File: config.mk
export PLATFORM = sky130hd
export DESIGN_NAME = gates_settle_timer
export DESIGN_NICKNAME = d
export VERILOG_FILES = /design/src/rtl/gates_settle_timer.sv
export SDC_FILE = /design/constraint.sdc
export NUM_CORES = 1
export LEC_CHECK = 0
export BUFFER_PORTS_ARGS = -buffer_cell sky130_fd_sc_hd__clkbuf_2
export CORE_AREA = 5 5 42 44
export CTS_BUF_LIST = sky130_fd_sc_hd__clkbuf_16
export DETAILED_ROUTE_END_ITERATION = 10
export DIE_AREA = 0 0 47 49
export HOLD_SLACK_MARGIN = 0.15
export PLACE_DENSITY = 0.38
export SLEW_MARGIN = 10
export SYNTH_ARGS = -nofsm -noshare
export SYNTH_HDL_FRONTEND = slang
export SYNTH_SLANG_ARGS = --single-unit
File: constraint.sdc
create_clock -name clk_i -period 2.11 [get_ports clk_i]
set_input_delay 0.211 -clock clk_i [delete_from_list [all_inputs] [get_ports clk_i]]
set_output_delay 0.211 -clock clk_i [all_outputs]
set_load 0.01 [all_outputs]
File: src/rtl/gates_settle_timer.sv
`default_nettype none
// +--------------------------------------------------------------------------+
// | gates_settle_timer: loadable down-counter that flags the settle interval. |
// | Rev 1.0                                                                  |
// +--------------------------------------------------------------------------+
module gates_settle_timer #(
  parameter int SETTLE_CYCLES = 4
) (
  input  logic clk_i,
  input  logic rst_i,
  input  logic load_i,
  input  logic en_i,
  output logic zero_o
);

  localparam int             CW       = $clog2(SETTLE_CYCLES + 1);
  localparam logic [CW-1:0]  LOAD_VAL = CW'(SETTLE_CYCLES - 1);

  logic [CW-1:0] cnt_q, cnt_d;

  always_comb begin
    cnt_d = cnt_q;
    if (load_i) begin
      cnt_d = LOAD_VAL;
    end else if (en_i && (cnt_q != '0)) begin
      cnt_d = cnt_q - 1'b1;
    end
  end

  always_ff @(posedge clk_i) begin
    if (rst_i) begin
      cnt_q <= '0;
    end else begin
      cnt_q <= cnt_d;
    end
  end

  assign zero_o = (cnt_q == '0);

endmodule
`default_nettype wire

Word-level counts from Yosys, hierarchy flattened
Cells that the tools add are included. Widths: inputs -> output; s select.

Input bits: 4. Flip-flop bits (word level): 3. Logic and storage cells: 10.

Add/subtract/negate cells: 1. Reductions and logical operators: 5. Mux-type cells: 2.

Operators with widths (number): $mux 2 (2); $logic_not 3->1 (1); $reduce_bool 3->1 (1); $sub 3x1->3 const B (1); $reduce_bool 2->1 (1); $reduce_or 2->1 (1); $logic_and 1x1->1 (1).

Logic depth before layout (Yosys ltp)
Gate-level depths: netlist of run 1.

Word-level depth: 4. Depth in mapped cells: 5. Depth with buffers taken out: 5.

Least setup slack after synthesis of run 1
OpenSTA, ideal clock, no wires.

Path kind: register -> register. Start: register cnt_q[0]. End: register cnt_q[2]. Setup slack: 685 ps. Required time: 2010 ps. Setup time: 100 ps. Data arrival time: 1325 ps. Cell stages (with the launch flop): 6. Path buffers: 0. Clock period less this slack: 1425 ps. Path through: dfxtp_1 inv_1 ha_1 ha_1 nand2b_2 a2111oi_4.

Cells in the longest elaborated chain, start to end: 2. Elaborated cells between the ends (all ways): 3. Classes of those cells: 1 x add/sub; 2 x reduce/logical.

RTL lines: start, declared (line 19) `logic [CW-1:0] cnt_q, cnt_d;`; start signal, assigned (line 34) `cnt_q <= cnt_d;`; branches (longest 2 deep; another with $sub 3x1->3).

Several ways; the timed one is not identified. A chain may end at the register's enable or synchronous reset.

Worst setup path after layout of run 1
Same ends and word-level chain as after synthesis.

==> impl_metrics.json, run 1 <==
{
  "grt_start_max_net_pins": 6,
  "fin_skew_ns": 0.00149,
  "path_cells": "inv_1 > ha_1 > ha_1 > nand2b_2 > a2111oi_4",
  "cts_max_level": 1,
  "routed_via_density": 3.85,
  "clk_pin_slew_ns": 0.03,
  "row_count": 14,
  "design_area_um2": 303,
  "endpoint_kind": "flop",
  "first_pass_iters": 1,
  "worst_r2r_endpoint": "cnt_q[2]$_SDFFE_PP0P_",
  "worst_slew_pin_slew_ns": 0.244,
  "fin_tns_setup_ns": 0,
  "die_area_um2": 2300,
  "critPathLaunchType": "flop",
  "ant_nets": 0,
  "fin_crit_ns": 1.48,
  "clkLatencyLatePin_ns": 0.22,
  "maxSlewHeadroom_pct": 83.5,
  "largest_reg_flops": 3,
  "crit_cells": 5,
  "overflow": 0,
  "dp_slack_ns": 0.631,
  "area_growth_pct": 64.6,
  "clock_path_buffers": 2,
  "fin_ws_ns": 0.630,
  "wl_per_cell_um": 10.6,
  "fin_nets": 32,
  "fillers": 165,
  "synth_cells": 17,
  "crit_start": "cnt_q[0]$_SDFFE_PP0P_",
  "port_buffers": 4,
  "grt.total_usage_pct": 5.35,
  "synth.distinct_cells": 9,
  "cap_viol_max_count": 0,
  "ir_drop_mv": 0.464,
  "max_freq_mhz": 676,
  "start_util_pct": 13.1,
  "numClockSinks": 3,
  "rsz0062_at_grt": "false",
  "timing.rr.start": "cnt_q[0]$_SDFFE_PP0P_",
  "r2r_cells": 5,
  "slowest_stage": "a2111oi_4",
  "finalHoldViolCount": 0,
  "drt_iter0_drc": 0,
  "worstPathRequired_ns": 2.24,
  "arrival_ns": 1.61,
  "vias": 158,
  "dp_cells": 37,
  "cp_max_fo": 5,
  "status": "completed",
  "power_density_nw_per_um2": 1330,
  "dpl_cell_area_um2": 224,
  "first_global_vias": 192,
  "synth-seq-cells": 3,
  "antenna_found_initial": 0,
  "top_register": "cnt_q",
  "crit_family": "adder cells",
  "wl_um": 434,
  "synth_warnings": 0,
  "cts_made_buffers": 3,
  "reg_top3": "cnt_q x3",
  "avgSynthCellArea_um2": 10.8,
  "cts_tree": "built",
  "post_cts_buffers": 0,
  "io_pins": 5,
  "syn_nets": 23,
  "place_congestion": 0.697,
  "rrSetupSlack_ns": 0.63,
  "grt_pass1_wl_um": 821,
  "ys_seq_area_share_pct": 32.7,
  "final_layout_size_suffix_gt1_share_pct": 36.0,
  "finalNonFillerCells": 41,
  "clock-root-buffer": "clkbuf_16",
  "path_class": "reg -> reg",
  "n_antenna_cell": 0,
  "p_leak_uw": 0.000131,
  "setup_violations": 0,
  "hold_buffers": 0,
  "cts_resized": 0,
  "post-route-util_pct": 21.6,
  "post-route-period-util_pct": 70.1,
  "min_path_type": "in -> reg",
  "cp_common_cell": "ha_1",
  "drc_errors": 0,
  "path_buf_inv": 1,
  "worst_path_largest_cell_delay_ns": 0.34,
  "synthesis.area_um2": 184,
  "dieHeight_um": 49,
  "coreArea_um2": 1400,
  "die_x_um": 47,
  "slew_violations": 0,
  "crit_end": "cnt_q[2]$_SDFFE_PP0P_"
}
logic make-up after synthesis:
| group | Yosys count | synth area share [%] |
|---|---|---|
| AND/OR/NAND/NOR | 6 | 24.5 |
| AO/OA/AOI/OAI | 3 | 23.1 |
| adder cells (fa/ha/maj) | 2 | 13.6 |
| buffers and inverters | 3 | 6.12 |
| flip-flops | 3 | 32.7 |
final cells by class:
class / instances / area, um^2 / area share [%]
multi-input combinational: 11 / 113 / 37.2
inverter: 3 / 11.3 / 3.72
timing repair buffer: 4 / 20.0 / 6.61
clock inverter: 1 / 3.75 / 1.24
tap: 16 / 20.0 / 6.61
clock buffer: 3 / 75.1 / 24.8
sequential: 3 / 60.1 / 19.8
how the worst min path moves through the flow:
stage / startpoint / slack (ns) / end / cells after the start
3_5_place_dp: rst_i / 0.44 / cnt_q[2]$_SDFFE_PP0P_ / 2
4_1_cts: rst_i / 0.21 / cnt_q[2]$_SDFFE_PP0P_ / 2
3_3_place_gp: rst_i / 0.44 / cnt_q[2]$_SDFFE_PP0P_ / 2
5_1_grt: rst_i / 0.23 / cnt_q[2]$_SDFFE_PP0P_ / 2
2_1_floorplan: rst_i / 0.28 / cnt_q[2]$_SDFFE_PP0P_ / 1
6_report: rst_i / 0.22 / cnt_q[2]$_SDFFE_PP0P_ / 2
cell usage after synthesis (all sizes together):
cell type  n  area (um^2)
a2111oi    1         27.5
nor4bb     2         20.0
and3b      1         8.76
ha         2         25.0
dfxtp      3         60.1
nor2       2         7.51
nand2b     1         8.76
inv        3         11.3
a211oi     2         15.0
power by group:
group	switching, uW	internal [uW]
logic	21.3	19.1
clock network	53.3	244
registers	2.40	62.1
total	77.0	326
placed cells by master, fill, tap and decap left out, drive strengths merged:
master / Yosys / layout
nor4bb: 2 / 2
a2111oi: 1 / 1
dfxtp: 3 / 3
and3b: 1 / 1
nor2: 2 / 2
ha: 2 / 2
a211oi: 2 / 2
clkbuf: 0 / 7
nand2b: 1 / 1
inv: 3 / 4
per-layer routing:
metal	vias to the layer above	global-route usage [%]	part of all wire [%]	wire (um)
li1	77	-	-	-
met1	71	5.71	44	191
met2	8	7.24	47	202
met3	2	2.21	5.3	23
met4	0	5.53	3.7	16
met5	-	0	0	0
stage by stage:
stage          hold slack [ns]  total power, uW
6_report                 0.215              403
5_1_grt                  0.229              418
4_1_cts                  0.214              409
3_5_place_dp             0.443              106
3_3_place_gp             0.441              105
2_1_floorplan            0.275             91.9
No activity file was read; power rests on OpenSTA's default activity.
==> run 2, diff against run 1 <==
Settings changed: PLACE_DENSITY 0.38 to 0.39.
Clock period 2.11 ns to 1.3 ns, I/O delays scaled along.
==> run 2 against run 1 <==
  * Wire length fell by 0.23%
  * Sequential share of layout area fell by 2.1 points
  * Clock power rose by 59%
  * Hold slack got worse by 0.044 ns
  * Flip-flop and latch count did not move
  * Die area did not move
  * Core utilization rose by 3.6 points
  * Combinational power rose by 130%
==> impl_metrics.json, run 2 (synthesis gave the netlist of run 1 again) <==
{
  "status": "completed",
  "overflow": 0,
  "met2_length_um": 177,
  "grt_start_max_net_pins": 6,
  "finalHoldViolCount": 0,
  "power_density_nw_per_um2": 1910,
  "ant_nets": 0,
  "grt_pass1_wl_um": 717,
  "maxSlewHeadroom_pct": 82.8,
  "cap_viol_max_count": 0,
  "cts_tree": "built",
  "critPathLaunchType": "flop",
  "rsz0062_at_grt": "false",
  "r2r_cells": 5,
  "fillers": 168,
  "multi_input_area_um2": 143,
  "dp_cells": 37,
  "hold-path-cell-count": 2,
  "seqPwrFrac_pct": 15.8,
  "grt.total_usage_pct": 4.92,
  "fin_ws_ns": 0.0745,
  "p_sw_uw": 124,
  "post-route-period-util_pct": 94.3,
  "setup_violations": 0,
  "min_path_type": "in -> reg",
  "fin_nets": 34,
  "port_buffers": 4,
  "met1Wirelength_um": 186,
  "cell_internal_pwr_uw": 549,
  "die_x_um": 47,
  "p_leak_uw": 0.000146,
  "worstHoldEndpoint": "cnt_q[2]$_SDFFE_PP0P_",
  "worstPathRequired_ns": 1.42,
  "routed_via_density": 3.86,
  "clkLatencyLatePin_ns": 0.22,
  "fin_skew_ns": 0.000875,
  "max_freq_mhz": 816,
  "wl_met3_um": 69,
  "io_pins": 5,
  "fin_crit_ns": 1.23,
  "largest_reg_flops": 3,
  "cts_max_level": 1,
  "finalNonFillerCells": 43,
  "min_from": "load_i",
  "clk_pin_slew_ns": 0.03,
  "area_growth_pct": 91.8,
  "combPwrFrac_pct": 13.9,
  "arrival_ns": 1.35,
  "cts_made_buffers": 3,
  "start_util_pct": 13.1,
  "clock_path_buffers": 2,
  "row_count": 14,
  "dieHeight_um": 49,
  "worst_slew_pin_slew_ns": 0.255,
  "wl_um": 433,
  "whs_ns": 0.172,
  "rrSetupSlack_ns": 0.07,
  "layout_common_cells": "clkbuf_2 (4), inv_1 (3), clkbuf_16 (3)",
  "worst_r2r_endpoint": "cnt_q[2]$_SDFFE_PP0P_",
  "numClockSinks": 3,
  "timing.rr.start": "cnt_q[0]$_SDFFE_PP0P_",
  "drc_errors": 0,
  "fin_tns_setup_ns": 0,
  "vias": 166,
  "slew_violations": 0,
  "swShare_pct": 18.5,
  "ir_drop_mv": 1.10,
  "cp_max_fo": 5,
  "place_congestion": 0.673,
  "path_class": "reg -> reg",
  "first_global_vias": 172,
  "final_common_cell": "clkbuf_2",
  "coreArea_um2": 1400,
  "p_clk_share_pct": 70.3,
  "clock-root-buffer": "clkbuf_16",
  "antenna_found_initial": 0,
  "seqCellArea_um2": 62.6,
  "endpoint_kind": "flop",
  "highest_layer": "met3",
  "die_area_um2": 2300,
  "drt_iter0_drc": 0,
  "first_pass_iters": 1,
  "n_antenna_cell": 0,
  "hpwlAfterDp_um": 327,
  "wl_per_cell_um": 10.1,
  "dp_slack_ns": -0.0580,
  "final_layout_size_suffix_gt1_share_pct": 55.6,
  "reg_top3": "cnt_q x3",
  "top_register": "cnt_q"
}
run 2: through the flow:
step                instance area (um^2)  util, %  total power (uW)
CTS                                  353     25.2               686
global route                         353     25.2               705
floorplan                            205        -               162
finish                               353     25.2               673
detailed placement                   245     17.5               189
global placement                     245     17.5               182
run 2: power by group through the flow:
stage          Clock [uW]  Combinational (uW)  Sequential, uW
5_1_grt               492                 106             107
4_1_cts               483                96.8             106
3_5_place_dp            0                82.4             107
2_1_floorplan           0                56.8             106
3_3_place_gp            0                75.5             106
6_report              473                93.3             106
run 2: routing by layer:
metal / up-vias / global-route usage, %
met1: 78 / 5.24
met5: - / 0
li1: 81 / -
met2: 7 / 6.11
met4: 0 / 1.38
met3: 0 / 5.90
run 2: how the worst max path moves through the flow:
stage                           from                     to  slack (ns)
6_report       cnt_q[0]$_SDFFE_PP0P_  cnt_q[2]$_SDFFE_PP0P_        0.07
5_1_grt        cnt_q[0]$_SDFFE_PP0P_  cnt_q[0]$_SDFFE_PP0P_       0.004
4_1_cts        cnt_q[0]$_SDFFE_PP0P_  cnt_q[2]$_SDFFE_PP0P_        0.01
3_5_place_dp   cnt_q[0]$_SDFFE_PP0P_  cnt_q[2]$_SDFFE_PP0P_       -0.06
3_3_place_gp   cnt_q[0]$_SDFFE_PP0P_  cnt_q[2]$_SDFFE_PP0P_       -0.03
2_1_floorplan  cnt_q[0]$_SDFFE_PP0P_  cnt_q[2]$_SDFFE_PP0P_        0.02
run 2: repair_timing:
action                                 in CTS  in global routing
hold buffers                                1                  0
endpoints found under the hold margin       1                  0
setup endpoints to repair                   1                  1
buffers inserted                            1                  0
pin swaps                                   2                  1
gates cloned                                0                  0
gates resized for setup                     3                  0
run 2: critical path: stages, from the launching register on:
cell and delay [ns]:
dfxtp_2 0.31, inv_1 0.06, ha_4 0.16, ha_4 0.16, nand2b_4 0.16, a2111oi_4 0.28
run 2: area by class of cell:
type	instances	share of cell area, %
clock inverter	1	1.06
inverter	3	3.19
timing repair buffer	6	10.6
tap	16	5.67
clock buffer	3	21.3
multi-input combinational	11	40.4
sequential	3	17.7
